`config.mk`:
```
export PLATFORM = sky130hd
export DESIGN_NAME = commu_s_spi_rx
export DESIGN_NICKNAME = d
export VERILOG_FILES = /design/src/rtl/commu_s_pkg.sv /design/src/rtl/commu_s_spi_shift.sv /design/src/rtl/commu_s_spi_rx.sv
export SDC_FILE = /design/constraint.sdc
export NUM_CORES = 1
export LEC_CHECK = 0
export ABC_CLOCK_PERIOD_IN_PS = 3100
export BUFFER_PORTS_ARGS = -buffer_cell sky130_fd_sc_hd__buf_2
export CAP_MARGIN = 20
export CORE_ASPECT_RATIO = 2
export CORE_MARGIN = 4
export CORE_UTILIZATION = 40
export CTS_CLUSTER_SIZE = 8
export DETAILED_ROUTE_END_ITERATION = 10
export PLACE_DENSITY_LB_ADDON = 0.1
export REMOVE_ABC_BUFFERS = 1
export SYNTH_ARGS = -nofsm -noshare
export SYNTH_HDL_FRONTEND = slang
export SYNTH_SLANG_ARGS = --single-unit
```
`constraint.sdc`:
```
create_clock -name clk_sys -period 3.1 [get_ports clk_sys]
set_input_delay 0.155 -clock clk_sys [delete_from_list [all_inputs] [get_ports clk_sys]]
set_output_delay 0.155 -clock clk_sys [all_outputs]
set_load 0.01 [all_outputs]
```
`src/rtl/commu_s_pkg.sv`:
```
// commu_s_spi_rx shared types and constants.
// FSM state encoding, default command bytes, frame byte indexes.
`timescale 1ns/1ps
package commu_s_pkg;

    typedef enum logic [2:0] {
        IDLE,
        CMD,
        ADDR_H,
        ADDR_L,
        DATA,
        IGNORE
    } state_t;

    localparam logic [7:0] CMD_WR_DEF = 8'h5A;
    localparam logic [7:0] CMD_RD_DEF = 8'hA5;

    // Frame byte index: CMD first, DATA after the two address bytes,
    // DONE once a full data byte has been received.
    localparam logic [2:0] BYTE_CMD  = 3'd0;
    localparam logic [2:0] BYTE_DATA = 3'd3;
    localparam logic [2:0] BYTE_DONE = 3'd4;

    localparam logic [2:0] BIT_LAST = 3'd7;

endpackage

```
`src/rtl/commu_s_spi_shift.sv`:
```
// Oversampled SPI mode-0 slave bit layer: synchronisers, edge detect,
// rx byte assembly and a loadable tx shift register for MISO.
`timescale 1ns/1ps
module commu_s_spi_shift
    import commu_s_pkg::*;
#(
    parameter int SYNC_STG = 2
) (
    input  logic       clk_sys,
    input  logic       rst,
    input  logic       spi_csn,
    input  logic       spi_sck,
    input  logic       spi_mosi,
    input  logic       tx_load,
    input  logic [7:0] tx_data,
    output logic       byte_vld,
    output logic [7:0] byte_data,
    output logic       byte_fall,
    output logic       frame_start,
    output logic       frame_end,
    output logic       spi_miso
);

    logic [SYNC_STG-1:0] csn_sync;
    logic [SYNC_STG-1:0] sck_sync;
    logic [SYNC_STG-1:0] mosi_sync;
    logic                csn_s;
    logic                sck_s;
    logic                mosi_s;
    logic                csn_d;
    logic                sck_d;
    logic                sck_rise;
    logic                sck_fall;
    logic [2:0]          bit_cnt;
    logic [7:0]          rx_sr;
    logic [7:0]          tx_sr;

    assign csn_s  = csn_sync[SYNC_STG-1];
    assign sck_s  = sck_sync[SYNC_STG-1];
    assign mosi_s = mosi_sync[SYNC_STG-1];

    // csn_d gates the sck edges so a rise seen together with csn rising
    // still completes its byte.
    assign sck_rise  = sck_s & ~sck_d & ~csn_d;
    assign sck_fall  = ~sck_s & sck_d & ~csn_d;
    assign byte_fall = sck_fall & (bit_cnt == 3'd0);
    assign spi_miso  = tx_sr[7];

    // Input synchronisers and one-cycle history for edge detection.
    // csn resets low so a reset inside a frame does not fake a csn fall.
    always_ff @(posedge clk_sys or posedge rst) begin
        if (rst) begin
            csn_sync  <= '0;
            sck_sync  <= '0;
            mosi_sync <= '0;
            csn_d     <= 1'b0;
            sck_d     <= 1'b0;
        end else begin
            csn_sync  <= {csn_sync[SYNC_STG-2:0], spi_csn};
            sck_sync  <= {sck_sync[SYNC_STG-2:0], spi_sck};
            mosi_sync <= {mosi_sync[SYNC_STG-2:0], spi_mosi};
            csn_d     <= csn_s;
            sck_d     <= sck_s;
        end
    end

    // Registered frame edges, aligned with byte_vld timing.
    always_ff @(posedge clk_sys or posedge rst) begin
        if (rst) begin
            frame_start <= 1'b0;
            frame_end   <= 1'b0;
        end else begin
            frame_start <= ~csn_s & csn_d;
            frame_end   <= csn_s & ~csn_d;
        end
    end

    // MOSI capture on sck rise; byte_vld on the 8th rise.
    always_ff @(posedge clk_sys or posedge rst) begin
        if (rst) begin
            bit_cnt   <= '0;
            rx_sr     <= '0;
            byte_vld  <= 1'b0;
            byte_data <= '0;
        end else begin
            byte_vld <= 1'b0;
            if (sck_rise) begin
                rx_sr   <= {rx_sr[6:0], mosi_s};
                bit_cnt <= bit_cnt + 3'd1;
                if (bit_cnt == BIT_LAST) begin
                    byte_vld  <= 1'b1;
                    byte_data <= {rx_sr[6:0], mosi_s};
                end
            end else if (csn_s | csn_d) begin
                bit_cnt <= '0;
            end
        end
    end

    // MISO shifter: byte-boundary falls never shift, only reload.
    always_ff @(posedge clk_sys or posedge rst) begin
        if (rst) begin
            tx_sr <= '0;
        end else if (tx_load) begin
            tx_sr <= tx_data;
        end else if (sck_fall && bit_cnt != 3'd0) begin
            tx_sr <= {tx_sr[6:0], 1'b0};
        end
    end

endmodule

```
`src/rtl/commu_s_spi_rx.sv`:
```
// ARM->FPGA SPI command slave: decodes CMD/ADDR/DATA frames into fx bus
// writes and reads. SPI_BURST_EN enables auto-increment multi-byte bursts.
`timescale 1ns/1ps
module commu_s_spi_rx
    import commu_s_pkg::*;
#(
    parameter logic [7:0] CMD_WR   = CMD_WR_DEF,
    parameter logic [7:0] CMD_RD   = CMD_RD_DEF,
    parameter int         SYNC_STG = 2
) (
    input  logic        clk_sys,
    input  logic        rst,
    input  logic        spi_csn,
    input  logic        spi_sck,
    input  logic        spi_mosi,
    output logic        spi_miso,
    output logic        fx_wr,
    output logic [15:0] fx_waddr,
    output logic [7:0]  fx_data,
    output logic        fx_rd,
    output logic [15:0] fx_raddr,
    input  logic [7:0]  fx_q,
    output logic        err_cmd,
    output logic        frm_done
);

    logic        byte_vld;
    logic [7:0]  byte_data;
    logic        byte_fall;
    logic        frame_start;
    logic        frame_end;
    logic        tx_load;
    logic [7:0]  tx_data;

    state_t      state;
    logic        wr_frm;
    logic [7:0]  addr_h;
    logic [15:0] addr;
    logic [2:0]  byte_idx;
    logic        rd_tag;
    logic        cap_pend;
    logic        cap_tag;
    logic        tx_pend;
`ifdef SPI_BURST_EN
    logic [7:0]  pf_buf;
`endif

    commu_s_spi_shift #(
        .SYNC_STG(SYNC_STG)
    ) u_shift (
        .clk_sys    (clk_sys),
        .rst        (rst),
        .spi_csn    (spi_csn),
        .spi_sck    (spi_sck),
        .spi_mosi   (spi_mosi),
        .tx_load    (tx_load),
        .tx_data    (tx_data),
        .byte_vld   (byte_vld),
        .byte_data  (byte_data),
        .byte_fall  (byte_fall),
        .frame_start(frame_start),
        .frame_end  (frame_end),
        .spi_miso   (spi_miso)
    );

    // MISO source select: clear on frame edges, read data on capture,
    // next byte (or zero) on the boundary fall after a read byte.
    always_comb begin
        tx_load = 1'b0;
        tx_data = '0;
        if (frame_start || frame_end) begin
            tx_load = 1'b1;
        end else if (cap_pend && cap_tag && state == DATA) begin
            tx_load = 1'b1;
            tx_data = fx_q;
        end else if (byte_fall && tx_pend) begin
            tx_load = 1'b1;
`ifdef SPI_BURST_EN
            tx_data = pf_buf;
`endif
        end
    end

    // Frame FSM and fx bus strobes.
    always_ff @(posedge clk_sys or posedge rst) begin
        if (rst) begin
            state    <= IDLE;
            wr_frm   <= 1'b0;
            addr_h   <= '0;
            addr     <= '0;
            byte_idx <= BYTE_CMD;
            rd_tag   <= 1'b0;
            cap_pend <= 1'b0;
            cap_tag  <= 1'b0;
            tx_pend  <= 1'b0;
            fx_wr    <= 1'b0;
            fx_waddr <= '0;
            fx_data  <= '0;
            fx_rd    <= 1'b0;
            fx_raddr <= '0;
            err_cmd  <= 1'b0;
            frm_done <= 1'b0;
`ifdef SPI_BURST_EN
            pf_buf   <= '0;
`endif
        end else begin
            fx_wr    <= 1'b0;
            fx_rd    <= 1'b0;
            err_cmd  <= 1'b0;
            frm_done <= 1'b0;
            cap_pend <= fx_rd;
            cap_tag  <= rd_tag;
            if (frame_start) begin
                state    <= CMD;
                byte_idx <= BYTE_CMD;
                tx_pend  <= 1'b0;
            end else begin
                if (byte_vld) begin
                    if (state != IDLE && state != IGNORE &&
                        byte_idx != BYTE_DONE)
                        byte_idx <= byte_idx + 3'd1;
                    unique case (state)
                        CMD: begin
                            if (byte_data == CMD_WR) begin
                                wr_frm <= 1'b1;
                                state  <= ADDR_H;
                            end else if (byte_data == CMD_RD) begin
                                wr_frm <= 1'b0;
                                state  <= ADDR_H;
                            end else begin
                                err_cmd <= 1'b1;
                                state   <= IGNORE;
                            end
                        end
                        ADDR_H: begin
                            addr_h <= byte_data;
                            state  <= ADDR_L;
                        end
                        ADDR_L: begin
                            addr  <= {addr_h, byte_data};
                            state <= DATA;
                            if (!wr_frm) begin
                                fx_raddr <= {addr_h, byte_data};
                                fx_rd    <= 1'b1;
                                rd_tag   <= 1'b1;
                            end
                        end
                        DATA: begin
                            if (wr_frm) begin
                                fx_waddr <= addr;
                                fx_data  <= byte_data;
                                fx_wr    <= 1'b1;
                                addr     <= addr + 16'd1;
                            end else begin
                                tx_pend <= 1'b1;
                            end
`ifndef SPI_BURST_EN
                            state <= IGNORE;
`endif
                        end
                        default: ;
                    endcase
                end
                if (byte_fall && tx_pend)
                    tx_pend <= 1'b0;
`ifdef SPI_BURST_EN
                if (cap_pend && !cap_tag)
                    pf_buf <= fx_q;
                if (state == DATA && !wr_frm &&
                    ((cap_pend && cap_tag) || (byte_fall && tx_pend))) begin
                    fx_rd    <= 1'b1;
                    rd_tag   <= 1'b0;
                    fx_raddr <= fx_raddr + 16'd1;
                end
`endif
                if (frame_end) begin
                    state    <= IDLE;
                    tx_pend  <= 1'b0;
                    byte_idx <= BYTE_CMD;
                    frm_done <= (byte_idx == BYTE_DONE) ||
                                (byte_vld && state == DATA);
                end
            end
        end
    end

endmodule

```
== Yosys cells after proc, flatten, opt, wreduce, memory -nomap -nowiden ==
Cells that the tools add are included.
Word-level totals
  flip-flop bits (word level): 116
  output and inout bits: 45
Operators by class
  $add $sub $neg: 3
  eq/ne operators: 12
  multiplexer cells: 46
  bitwise logic cells: 14
  reductions and logical operators: 30
Operator list (number)
  $mux 3: 11
  $mux 8: 4
  $pmux 16 s2: 1
  $mux 1: 28
  $add 16x1->16 const B: 1
  $mux 16: 1
  $reduce_and 4->1: 4
  $pmux 3 s4: 1
  $reduce_bool 3->1: 4
  $eq 3x3->1 const B: 3
  $eq 8x7->1 const B: 1
  $eq 8x8->1 const B: 1
  $reduce_bool 2->1: 4
  $reduce_bool 4->1: 2
  $and 1x1->1: 7
  $logic_and 1x1->1: 7
  $add 3x1->3 const B: 2
  $eq 3x2->1 const B: 2
  $ne 3x3->1 const B: 2
  $not 1->1: 6
  $reduce_and 2->1: 3
  $reduce_and 3->1: 2
  $reduce_bool 6->1: 1
  $ne 4x1->1 const B: 1
  5 further kinds: 6

== Logic depth before layout (Yosys ltp) ==
  word-level depth: 9
  depth in mapped cells: 7
  depth with buffers taken out: 6

== By module ==
A second synthesis with hierarchy kept.
Unflattened totals
  cells, all modules: 429
  area total of the unflattened synthesis: 5185.0 sq um
By module, submodules not included
  commu_s_spi_rx: instances 1, cells each 316, area an instance 3669.8 sq um
  commu_s_spi_shift: instances 1, cells each 113, area an instance 1515.2 sq um

== Worst setup path after synthesis ==
No wires, ideal clock.
  path kind: register to register
  start: register state[0]
  end: register fx_waddr[0]
  library setup time: 125 ps
  arrival: 1644 ps
  slack: 1330 ps
  stages on the path, launching flop included: 7
  path buffers: 3
  period minus slack after synthesis: 1770 ps
  cell sequence: dfrtp_1 buf_6 or3b_1 buf_6 nor2_8 buf_12 mux2_4
On the way
  longest elaborated chain between the ends: 2
RTL lines
  from (decl): line commu_s_spi_rx.sv:35  | state_t state;
  from (signal assigned): line commu_s_spi_rx.sv:87  | state <= IDLE;
  from (signal assigned): line commu_s_spi_rx.sv:114  | state <= CMD;
  from (signal assigned): line commu_s_spi_rx.sv:126  | state <= ADDR_H;
  $eq 3x3->1: line commu_s_spi_rx.sv:122  | unique case (state)
  $reduce_and 4->1 (no source line)
  to (signal assigned): line commu_s_spi_rx.sv:150  | fx_waddr <= addr;
  to (decl): line commu_s_spi_rx.sv:18  | output logic [15:0] fx_waddr,
Every way passes these cells.
A chain may end at the register's enable or synchronous reset.

== Final worst setup path ==
  start: register state[1]
  end: register fx_waddr[14]
Same word-level chain as after synthesis.

==> results.sh <==
export IMPL_drtPass1Iterations=4
export IMPL_first_iter_violations=192
export IMPL_grt_pass1_wl_mm=19.5
export IMPL_clock_sinks=116
export IMPL_synth_xor_area_frac=0.00670
export IMPL_syn_to_final_growth_pct=20.2
export IMPL_final_common_cell="dfrtp_1"
export IMPL_synth_area_mm2=0.00523
export IMPL_drc=0
export IMPL_ys_ff_latch=116
export IMPL_r2r_setup_slack_ps=960
export IMPL_end_kind="register"
export IMPL_critPathMaxFanout=25
export IMPL_rsz0062_at_grt="false"
export IMPL_num_rows=58
export IMPL_worst_slew_pin_slew_ps=804
export IMPL_vdd_drop_max_uv=479
export IMPL_postRouteAntennaNets=0
export IMPL_cp_required_ps=3390
export IMPL_post_dp_hpwl_mm=8.04
export IMPL_endpoint="fx_waddr[14]"
export IMPL_fin_nets=501
export IMPL_relSlewSlack=0.464
export IMPL_synth_seq_area_share=0.555
export IMPL_place_congestion=0.808
export IMPL_wire_per_inst_um=18.3
export IMPL_cts_buffer_depth=2
export IMPL_post_cts_buffers=0
export IMPL_drv_cap=0
export IMPL_core_mm2=0.0127
export IMPL_power_leakage_nw=3.09
export IMPL_htreeDepth=4
export IMPL_synth_mux_area_frac=0.159
export IMPL_startpoint="state[1]"
export IMPL_io_pins=58
export IMPL_track_usage=0.171
export IMPL_grt_overflow_total=0
export IMPL_drive_gt1_frac=0.339
export IMPL_placed_cell_area_mm2=0.00560
export IMPL_cts_buffers=17
export IMPL_final_core_utilization=0.495
export IMPL_outcome="finished clean"
export IMPL_wl_mm=11.8
export IMPL_min_path_type="register to register"
export IMPL_ys_flop_type="dfrtp_1"
export IMPL_final_cell_mix="dfrtp_1 (116), buf_2 (57), mux2_2 (34)"
export IMPL_clk_pin_slew_ps=60
export IMPL_fin_crit_sh=0.690
export IMPL_r2r_start="state[1]"
export IMPL_synth_top_family_by_area="multiplexers"
export IMPL_cp_start_kind="register"
export IMPL_fin_skew_ps=16.2
export IMPL_synth_compound_area_frac=0.109
export IMPL_grt_start_max_net_pins=61
export IMPL_initial_core_util=0.412
export IMPL_fin_cells=645
export IMPL_num_antenna_cells=0
export IMPL_io_buffers=57
export IMPL_die_w_um=88.9
export IMPL_cts_tree="yes"
export IMPL_synth_simple_gate_area_frac=0.116
export IMPL_synth_edf_count=0
export IMPL_ys_warn_count=0
export IMPL_via_per_inst=5.42
export IMPL_report_final_slew_viol_count=0
export IMPL_reg2reg_to="fx_waddr[14]"
export IMPL_design_area_mm2=0.00629
export IMPL_max_freq_mhz=468
export IMPL_setup_viol=0
export IMPL_power_density_cell_area_mw_per_mm2=576
export IMPL_path_class="register to register"
export IMPL_synthDistinctLibCells=62
export IMPL_tns_ps=0
export IMPL_yosys_area_share_adder=0.0144
export IMPL_clk_latency_ps=410
export IMPL_synthCells=412
export IMPL_die_h_um=170
export IMPL_hold_viol_final=0
export IMPL_die_area_mm2=0.0151
export IMPL_num_vias=3494
export IMPL_fin_ws_ps=962
export IMPL_cp_arrival_ps=2430
export IMPL_cts_root_buf="clkbuf_16"
export IMPL_pre_cts_slack_ps=957
export IMPL_grt_antenna_before_repair=0
export IMPL_grt_pass1_vias=3657
export IMPL_avgSynthCellArea_um2=12.7
export IMPL_fin_crit_ps=2140
export IMPL_async_reset_ff_frac=1.00
export IMPL_dp_cells=601
export IMPL_reg2regPathDepth=4
==> metal layers <==
layer  up-vias  track usage  part of all wire  wire length [um]
met2        70        0.292              0.54              6410
met4         0       0.0625             0.015               183
met1      1785        0.205              0.41              4860
li1       1627            -                 -                 -
met5         -            0                 0                 0
met3        12       0.0418             0.032               379
==> final cells by class <==
class	count	area (um^2)
repair buffers	75	463
clock buffers	18	439
flip-flops and latches	116	2900
clock inverters	14	129
multi-input cells	260	2120
fillers	1144	6410
inverters	12	47.5
well taps	150	188
==> registers in the layout (all words and copies together), names as in the netlist, 2 cells and up <==
| name | flops |
|---|---|
| u_shift.sck_sync | 2 |
| byte_idx | 3 |
| fx_raddr | 16 |
| fx_data | 8 |
| addr | 16 |
| u_shift.csn_sync | 2 |
| u_shift.mosi_sync | 2 |
| u_shift.bit_cnt | 3 |
| u_shift.tx_sr | 8 |
| state | 3 |
| fx_waddr | 16 |
| u_shift.byte_data | 8 |
| u_shift.rx_sr | 7 |
| addr_h | 8 |
==> cells by family after synthesis <==
family          count (synthesis)
flops                         116
simple gates                  108
compound gates                 77
mux                            65
buf+inv                        36
fa+ha+maj                       6
xor+xnor                        4
==> critical path, cell delays in order, from the launching register on <==
cell and delay [ps]:
dfrtp_1 550, and3b_1 340, o21ai_4 200, nor2_8 510
mux2_2 400
==> cell usage after synthesis, types with 3 or more instances <==
library cell  instances  area, um^2
clkbuf_1              7        26.3
and4_1                3        26.3
o22ai_1               3        18.8
mux2_4               27         405
mux2_2               34         383
nand2b_1              3        18.8
nor2b_1               5        31.3
and3_1                7        43.8
buf_4                 4        30.0
o21a_1                3        22.5
nand2_1              26        97.6
o22a_1                4        35.0
o21ai_0              12        60.1
ha_1                  6        75.1
a31oi_1               6        37.5
dfrtp_1             116        2900
buf_2                 9        45.0
nand3_1               6        30.0
nand4_1               8        50.1
nor2_1               26        97.6
inv_1                12        45.0
a211oi_1              3        22.5
a2bb2oi_1            11        96.3
o311ai_0              6        52.6
and2_1                5        31.3
a21oi_1              15        75.1
==> repair_timing <==
item / CTS / global route
resized for setup: 0 / 0
hold endpoints to repair: 69 / 0
hold buffers: 12 / 0
==> worst min-delay path by stage <==
stage | from | end | slack [ps] | depth (start not counted)
6_report | u_shift.mosi_sync[0] | u_shift.mosi_sync[1] | 360 | 0
2_1_floorplan | spi_csn | u_shift.csn_sync[0] | 190 | 0
5_1_grt | u_shift.mosi_sync[0] | u_shift.mosi_sync[1] | 370 | 0
3_3_place_gp | spi_csn | u_shift.csn_sync[0] | 260 | 1
4_1_cts | u_shift.mosi_sync[0] | u_shift.mosi_sync[1] | 350 | 0
3_5_place_dp | spi_csn | u_shift.csn_sync[0] | 260 | 1
==> report_power, final <==
group	switching, mW	internal (mW)	leakage [nW]
Sequential	0.0416	1.57	1.57
Combinational	0.0716	0.0747	1.26
Clock	0.731	1.13	0.261
==> through the flow <==
| stage | hold WS, ps | total power, mW |
|---|---|---|
| 2_1_floorplan | 186 | 1.73 |
| 3_3_place_gp | 262 | 1.77 |
| 3_5_place_dp | 265 | 1.78 |
| 4_1_cts | 351 | 3.67 |
| 5_1_grt | 365 | 3.75 |
| 6_report | 357 | 3.62 |
Power figures use the tool's default switching activity.
